File: src/rtl/scan_request_arbiter_pkg.sv
// ============================================================================
// Module  : scan_arb_pkg
// Purpose : Shared widths, defaults and helper types for scan_request_arbiter.
// Rev     : 1.0  initial release
// ============================================================================
`default_nettype none

package scan_arb_pkg;

  localparam int DEF_NUM_REQ     = 4;
  localparam int DEF_NUM_DESIGNS = 8;
  localparam int DEF_SEL_W       = 9;
  localparam int DEF_IO_W        = 8;

  localparam int ID_W = 3;

  localparam logic [8:0] PARK_SELECT = 9'h1FF;

  // Ownership record of one scan pass.
  typedef struct packed {
    logic            valid;
    logic            err;
    logic [ID_W-1:0] id;
  } owner_t;

  function automatic logic [2**ID_W-1:0] id_onehot(input logic [ID_W-1:0] id);
    id_onehot     = '0;
    id_onehot[id] = 1'b1;
  endfunction

endpackage

`default_nettype wire

File: src/rtl/scan_request_arbiter_rr_pick.sv
// ============================================================================
// Module  : rr_pick
// Purpose : Combinational round-robin picker; searches upward from ptr_i+1.
// Rev     : 1.0  initial release
// ============================================================================
`default_nettype none

module rr_pick
  import scan_arb_pkg::*;
#(
  parameter int NUM_REQ = DEF_NUM_REQ
) (
  input  logic [NUM_REQ-1:0] req_i,
  input  logic [ID_W-1:0]    ptr_i,
  output logic [ID_W-1:0]    idx_o,
  output logic               valid_o
);

  localparam int REQ_SPAN = 2**ID_W;

  logic [REQ_SPAN-1:0] req_ext;
  logic [ID_W-1:0]     cand;

  assign req_ext = REQ_SPAN'(req_i);

  // Walk from the farthest candidate back to the nearest so the last hit wins.
  always_comb begin
    idx_o   = '0;
    valid_o = 1'b0;
    cand    = '0;
    for (int off = NUM_REQ; off >= 1; off--) begin
      cand = ID_W'((int'(ptr_i) + off) % NUM_REQ);
      if (req_ext[cand]) begin
        idx_o   = cand;
        valid_o = 1'b1;
      end
    end
  end

endmodule

`default_nettype wire

File: src/rtl/scan_request_arbiter.sv
// ============================================================================
// Module  : scan_request_arbiter
// Purpose : Round-robin sharing of one scan_controller between NUM_REQ users.
//           Optional macro SCAN_ARB_PARK_EN parks idle passes on PARK_SELECT.
// Rev     : 1.0  initial release
// ============================================================================
`default_nettype none

module scan_request_arbiter
  import scan_arb_pkg::*;
#(
  parameter int NUM_REQ     = DEF_NUM_REQ,
  parameter int NUM_DESIGNS = DEF_NUM_DESIGNS,
  parameter int SEL_W       = DEF_SEL_W,
  parameter int IO_W        = DEF_IO_W
) (
  input  logic                     clk_i,
  input  logic                     reset_i,
  input  logic [NUM_REQ-1:0]       req_i,
  input  logic [NUM_REQ*SEL_W-1:0] req_select_i,
  input  logic [NUM_REQ*IO_W-1:0]  req_inputs_i,
  output logic [NUM_REQ-1:0]       done_o,
  output logic [IO_W-1:0]          rsp_outputs_o,
  output logic                     rsp_err_o,
  output logic [ID_W-1:0]          rsp_id_o,
  output logic                     busy_o,
  input  logic                     ctrl_ready_i,
  input  logic [IO_W-1:0]          ctrl_outputs_i,
  output logic [SEL_W-1:0]         ctrl_active_select_o,
  output logic [IO_W-1:0]          ctrl_inputs_o
);

  logic [ID_W-1:0]    rr_ptr_q;
  logic [ID_W-1:0]    rr_ptr_d;
  logic [ID_W-1:0]    win_idx;
  logic               win_valid;
  logic [SEL_W-1:0]   win_select;
  logic [IO_W-1:0]    win_inputs;
  logic               win_err;

  logic [SEL_W-1:0]   held_select_q;
  logic [IO_W-1:0]    held_inputs_q;
  logic [SEL_W-1:0]   ctrl_select_d;
  logic [IO_W-1:0]    ctrl_inputs_d;

  owner_t             owner_q;
  owner_t             owner_d;
  owner_t             prev_q;
  logic               boundary_q;

  logic [NUM_REQ-1:0] done_q;
  logic [IO_W-1:0]    rsp_outputs_q;
  logic               rsp_err_q;
  logic [ID_W-1:0]    rsp_id_q;

  rr_pick #(
    .NUM_REQ (NUM_REQ)
  ) u_rr_pick (
    .req_i   (req_i),
    .ptr_i   (rr_ptr_q),
    .idx_o   (win_idx),
    .valid_o (win_valid)
  );

  assign win_select = req_select_i[win_idx*SEL_W +: SEL_W];
  assign win_inputs = req_inputs_i[win_idx*IO_W +: IO_W];
  assign win_err    = 32'(win_select) >= 32'(NUM_DESIGNS);

  // An invalid select still owns the pass but must not retarget the chain.
  always_comb begin
    ctrl_select_d = held_select_q;
    ctrl_inputs_d = held_inputs_q;
    if (ctrl_ready_i) begin
      if (win_valid) begin
        if (!win_err) begin
          ctrl_select_d = win_select;
          ctrl_inputs_d = win_inputs;
        end
      end else begin
`ifdef SCAN_ARB_PARK_EN
        ctrl_select_d = SEL_W'(PARK_SELECT);
        ctrl_inputs_d = '0;
`else
        ctrl_select_d = held_select_q;
        ctrl_inputs_d = held_inputs_q;
`endif
      end
    end
  end

  always_comb begin
    owner_d       = '0;
    owner_d.valid = win_valid;
    owner_d.err   = win_valid & win_err;
    owner_d.id    = win_idx;
    rr_ptr_d      = win_valid ? win_idx : rr_ptr_q;
  end

  always_ff @(posedge clk_i or posedge reset_i) begin
    if (reset_i) begin
      rr_ptr_q      <= ID_W'(NUM_REQ - 1);
      held_select_q <= '0;
      held_inputs_q <= '0;
      owner_q       <= '0;
      prev_q        <= '0;
      boundary_q    <= 1'b0;
      done_q        <= '0;
      rsp_outputs_q <= '0;
      rsp_err_q     <= 1'b0;
      rsp_id_q      <= '0;
    end else begin
      boundary_q <= ctrl_ready_i;
      if (ctrl_ready_i) begin
        held_select_q <= ctrl_select_d;
        held_inputs_q <= ctrl_inputs_d;
        prev_q        <= owner_q;
        owner_q       <= owner_d;
        rr_ptr_q      <= rr_ptr_d;
      end

      // Controller outputs for the finished pass are valid the cycle after START.
      done_q <= '0;
      if (boundary_q && prev_q.valid) begin
        done_q        <= NUM_REQ'(id_onehot(prev_q.id));
        rsp_outputs_q <= prev_q.err ? '0 : ctrl_outputs_i;
        rsp_err_q     <= prev_q.err;
        rsp_id_q      <= prev_q.id;
      end
    end
  end

  assign ctrl_active_select_o = ctrl_select_d;
  assign ctrl_inputs_o        = ctrl_inputs_d;
  assign busy_o               = owner_q.valid;
  assign done_o               = done_q;
  assign rsp_outputs_o        = rsp_outputs_q;
  assign rsp_err_o            = rsp_err_q;
  assign rsp_id_o             = rsp_id_q;

endmodule

`default_nettype wire

File: config.mk
export PLATFORM = sky130hd
export DESIGN_NAME = scan_request_arbiter
export DESIGN_NICKNAME = d
export VERILOG_FILES = /design/src/rtl/scan_request_arbiter_pkg.sv /design/src/rtl/scan_request_arbiter_rr_pick.sv /design/src/rtl/scan_request_arbiter.sv
export SDC_FILE = /design/constraint.sdc
export NUM_CORES = 1
export LEC_CHECK = 0
export CAP_MARGIN = 20
export CORE_MARGIN = 3
export CORE_UTILIZATION = 37
export DETAILED_ROUTE_END_ITERATION = 12
export GPL_ROUTABILITY_DRIVEN = 0
export PLACE_DENSITY = 0.74
export SLEW_MARGIN = 5
export SYNTH_ARGS = -nofsm -noshare
export SYNTH_HDL_FRONTEND = slang
export SYNTH_HIERARCHICAL = 1
export SYNTH_SLANG_ARGS = --single-unit
File: constraint.sdc
create_clock -name clk_i -period 3.5 [get_ports clk_i]
set_clock_uncertainty 0.2 [all_clocks]
set_input_delay 0.875 -clock clk_i [delete_from_list [all_inputs] [get_ports clk_i]]
set_output_delay 0.875 -clock clk_i [all_outputs]
set_load 0.02 [all_outputs]
==> results.cfg, run 1 <==
[worst_setup_path]
critPathTopFamily = simple AND/OR/NAND/NOR gates
crit_type = in -> out
worstPathRequired_ps = 2420
slowest_stage = mux4_2
crit_buf_inv = 4
crit_top_cell = buf_6
r2r_start = rr_ptr_q[1]$_DFFE_PP1P_
cp-end-kind = output pin
crit_cells = 11
worstPathCellList = buf_6 > and2b_1 > a21oi_2 > o221ai_4 > mux4_2 > and3_4 > buf_6 > nor3b_4 > buf_12 > a22o_4 > buf_6
slowest_delay_ps = 530
r2r_slack_ps = 370
reg2regPathDepth = 12
cp.arrival_ps = 2970
path_max_fanout = 8
timing.rr.end = held_inputs_q[5]$_DFFE_PP0P_
startpoint_type = input port

[yosys]
ys_warn_count = 6
netlist_instances = 190
synth_area_per_cell_um2 = 12.6
synth_fp_nets = 273
syn_area_mm2 = 0.00238

[job]
cap_violations = 0

[routing]
wl_per_cell_um = 16.5
vias = 2023
route.detailed.drc = 0
drt-initial-drc-count = 51
viasPerCell = 5.03
ant_nets = 0
drt_first_pass_iters = 4
wirelength_um = 6630

[floorplanning]
die-width_um = 86.3
coreArea_mm2 = 0.00610
num_rows = 28
die_h_um = 86.3
die-area_mm2 = 0.00745
start_util = 0.391
ios = 117

[min_path]
hp-start = rsp_outputs_o[6]$_DFFE_PP0P_
hold_depth = 2
hp-class = reg -> reg
min_to = rsp_outputs_o[6]$_DFFE_PP0P_

[placed_design]
pre_cts_ws_ps = -1750
dp.final_hpwl_um = 4730
portBuffers = 116
placed_area_mm2 = 0.00378

[sta]
finalHoldViolations = 0
slew_headroom = 0.510
max_freq_mhz = 247
finalCritPeriodShare = 1.16
layout_min_cycle_time_ps = 4050
slew_viol_final = 0
rsz0062_at_grt = yes
worstMarginPinSlew_ps = 732
setup_viol = 17
fin_ws_ps = -546
timing.hold.ws_ps = 287

[global_routing]
grt_start_max_net_pins = 30
grt_pass1_wl_um = 10800
grt_pass1_vias = 2174
grt_overflow_total = 0
antenna_found_initial = 0
grt_use_total = 0.186

[clock_network]
clock_path_buffers = 2
ctsHoldBuffers = 0
htree_levels = 2
cts_made_buffers = 5
cts_sinks = 46
path_clk_slew_ps = 90
root_buffer = clkbuf_8
clock_latency_ps = 290
cts_tree = built

[final_layout]
drive_gt1_frac = 0.297
multi_input_area_mm2 = 0.00125
mostFrequentLayoutCells = 95 x clkdlybuf4s50_1, 44 x dfrtp_1, 26 x buf_6
seq_area_mm2 = 0.00115
final_area_mm2 = 0.00404
n_antenna_cell = 0
utilization = 0.662
final_nets = 409
final_common_cell = clkdlybuf4s50_1
fillers = 475
syn_to_final_growth_pct = 69.2

[power]
vdd_drop_max_mv = 0.239
p_switching_mw = 0.527
seq_power_share = 0.404
internal-power_mw = 1.16
p_clk_frac = 0.185
swShare = 0.313
powerDensity_mw_per_mm2 = 418
comb_power_share = 0.411
leakagePower_nw = 1.79

[status]
violations = setup timing
status = finished with violations
## layout make-up
class,instances,area share
Clock buffer,6,0.0180
Tap cell,75,0.0233
Multi-Input combinational cell,127,0.310
Inverter,4,0.00372
Timing Repair Buffer,142,0.357
Sequential cell,46,0.286
Clock inverter,2,0.00248
## per-layer routing
metal	GRT usage	part of all wire	vias up
li1	-	-	967
met1	0.235	0.41	952
met2	0.321	0.52	92
met3	0.0361	0.059	12
met4	0.0609	0.019	0
met5	0	0	-
## through the flow
step / power [mW] / TNS (ps) / std cells
floorplan: 1.06 / -3460 / 190
global placement: 1.33 / -30720 / 383
detailed placement: 1.35 / -32900 / 383
CTS: 1.70 / -10500 / 401
global route: 1.79 / -10080 / 402
finish: 1.69 / -8710 / 402
## worst reg2reg max path, stage by stage (launching register included)
cell	delay, ps
dfstp_2	590
nand2b_1	140
a21oi_2	80
o221ai_4	250
mux4_2	540
and3_4	190
buf_6	110
o21bai_4	180
buf_8	180
buf_4	120
bufbuf_16	270
buf_4	120
a22o_1	130
## power groups by stage
stage	Sequential, mW	Clock, mW	Combinational [mW]
2_1_floorplan	0.730	0	0.334
3_3_place_gp	0.690	0	0.640
3_5_place_dp	0.693	0	0.652
4_1_cts	0.683	0.318	0.696
5_1_grt	0.696	0.346	0.744
6_report	0.682	0.312	0.693
## flip-flops by register name, indices dropped and copies added, names as in the netlist
register       count
rr_ptr_q           2
boundary_q         1
busy_o             1
held_select_q      9
prev_q             5
rsp_id_o           3
rsp_outputs_o      8
held_inputs_q      8
owner_q            4
rsp_err_o          1
done_o             4
## timing repair
action / CTS / global route
setup endpoints to repair: 28 / 17
resized for setup: 127 / 6
cloned: 4 / 0
buffers inserted: 6 / 4
pin swaps: 14 / 5
## worst max-delay path by stage
stage	startpoint	end	slack, ps
final	req_i[2]	ctrl_active_select_o[0]	-550
after global routing	req_i[2]	ctrl_active_select_o[0]	-620
after CTS	req_i[2]	ctrl_active_select_o[6]	-660
after detailed placement	req_i[2]	ctrl_inputs_o[6]	-1750
after global placement	req_i[2]	ctrl_active_select_o[0]	-1670
after floorplan	req_i[2]	ctrl_active_select_o[0]	-220
(Power assumes the default switching activity.)
==> inputs of run 2 (changes only) <==
--- a/config.mk
+++ b/config.mk
@@ -8,6 +8,7 @@
 export CAP_MARGIN = 20
 export CORE_MARGIN = 3
 export CORE_UTILIZATION = 37
+export CTS_CLUSTER_DIAMETER = 50
 export DETAILED_ROUTE_END_ITERATION = 12
 export GPL_ROUTABILITY_DRIVEN = 0
 export PLACE_DENSITY = 0.74
==> constraint.sdc (replaced) <==
create_clock -name clk_i -period 3.5 [get_ports clk_i]
set_clock_uncertainty 0.2 [all_clocks]
set_input_delay 0.875 -clock clk_i [delete_from_list [all_inputs] [get_ports clk_i]]
set_output_delay 0.875 -clock clk_i [all_outputs]
set_load 0.05 [all_outputs]
==> run 2 against run 1 <==
The flow still finishes with violations (setup timing). Clock power rose by 21%. Global-route usage fell by 0.45 points. Combinational power rose by 18%. Final cell count up 1.0%. Highest routed layer unchanged.
==> results.cfg, run 2 (synthesis results as in run 1) <==
[status]
status = finished with violations
violations = setup timing

[clock_network]
ctsHoldBuffers = 0
cts_made_buffers = 5
path_clk_slew_ps = 80
cts_sinks = 46
cts_tree = built
htree_levels = 2
clock_latency_ps = 290
root_buffer = clkbuf_8
clock_path_buffers = 2

[routing]
wirelength_um = 6320
viasPerCell = 5.02
route.detailed.drc = 0
drt-initial-drc-count = 62
ant_nets = 0
drt_first_pass_iters = 4
vias = 2039
wl_per_cell_um = 15.6

[worst_setup_path]
cp-end-kind = output pin
worstPathRequired_ps = 2420
path_max_fanout = 7
crit_type = in -> out
startpoint_type = input port
cp.arrival_ps = 2960

[global_routing]
grt_start_max_net_pins = 47
antenna_found_initial = 0
grt_pass1_vias = 2226
grt_pass1_wl_um = 10400
grt_overflow_total = 0
grt_use_total = 0.182

[floorplanning]
die-width_um = 86.3
coreArea_mm2 = 0.00610
num_rows = 28
die-area_mm2 = 0.00745
start_util = 0.391
die_h_um = 86.3
ios = 117

[power]
leakagePower_nw = 1.83
total_power_mw = 1.89
powerDensity_mw_per_mm2 = 448
vdd_drop_max_mv = 0.380

[sta]
slew_viol_final = 0
worstMarginPinSlew_ps = 919
fin_ws_ps = -539
finalHoldViolations = 0
finalCritPeriodShare = 1.15
setup_tns_ps = -8980
rsz0062_at_grt = yes
layout_min_cycle_time_ps = 4040
slew_headroom = 0.387
setup_viol = 17
max_freq_mhz = 248

[final_layout]
drive_gt1_frac = 0.308
final_area_mm2 = 0.00421
final_nets = 413
syn_to_final_growth_pct = 76.4
mostFrequentLayoutCells = 95 x clkdlybuf4s50_1, 44 x dfrtp_1, 26 x buf_4
seq_area_mm2 = 0.00115
fillers = 443
final_common_cell = clkdlybuf4s50_1
n_antenna_cell = 0
layout.cells.non_filler = 406
top_register = held_select_q
multi_input_area_mm2 = 0.00124
largest_reg_flops = 9

[placed_design]
portBuffers = 116
placed_area_mm2 = 0.00399
post-place-cells = 388
dp.final_hpwl_um = 4860

[job]
cap_violations = 0

[min_path]
hp-class = reg -> reg
[run 2: cell types whose count changed in the layout (fill, tap and decap cells not counted), moves of 2 or more]
cell,previous run,this run
buf_4,15,26
clkinv_2,2,0
buf_6,26,2
buf_12,1,19
[run 2: final timing paths]
path	end	slack (ps)	cells past startpoint	start
worst max-delay path	ctrl_inputs_o[0]	-540	11	req_i[2]
worst min-delay path	held_select_q[5]$_DFFE_PP0P_	290	1	held_select_q[5]$_DFFE_PP0P_
worst max register to register	held_inputs_q[4]$_DFFE_PP0P_	580	11	rr_ptr_q[1]$_DFFE_PP1P_
worst min register to register	held_select_q[5]$_DFFE_PP0P_	290	1	held_select_q[5]$_DFFE_PP0P_
max in group asynchronous	rsp_err_o$_DFFE_PP0P_	1630	2	reset_i
min in group asynchronous	prev_q[2]$_DFFE_PP0P_	910	2	reset_i
[run 2: area by class of cell]
type | count | area share
multi-input cells | 126 | 0.294
inverters | 4 | 0.00357
repair buffers | 147 | 0.380
clock buffers | 7 | 0.0181
flip-flops and latches | 46 | 0.274
clock inverters | 1 | 0.00714
well taps | 75 | 0.0223
[run 2: critical path, cell delays in order]
cell and delay, ps:
buf_8 100, and2b_1 220, a21oi_2 60, o221ai_4 230
mux4_2 530, and3_4 200, buf_6 110, o21bai_4 190
buf_8 170, a22o_4 150, buf_12 130
[run 2: power by group]
group	internal, mW	total (mW)	leakage, nW	switching, mW
combinational	0.423	0.821	1.19	0.398
clock	0.214	0.379	0.0524	0.165
sequential	0.620	0.685	0.592	0.0653
[run 2: per-layer routing]
metal  track usage  wire, µm
met3        0.0466       480
met2         0.299      3120
met4        0.0722       160
met1         0.230      2550
met5             0         0
[run 2: timing repair]
item,CTS,global route
pin swaps,8,7
hold endpoints to repair,0,0
resized for setup,25,2
setup buffers,8,2
gates cloned,2,0
endpoints found under the setup margin,27,17
[run 2: through the flow]
step / setup slack, ps / hold WS, ps / util
final: -539 / 287 / 0.690
after global routing: -640 / 317 / 0.690
after CTS: -664 / 295 / 0.696
after detailed placement: -1140 / 274 / 0.654
after global placement: -1070 / 268 / 0.654
after floorplan: -265 / 240 / -
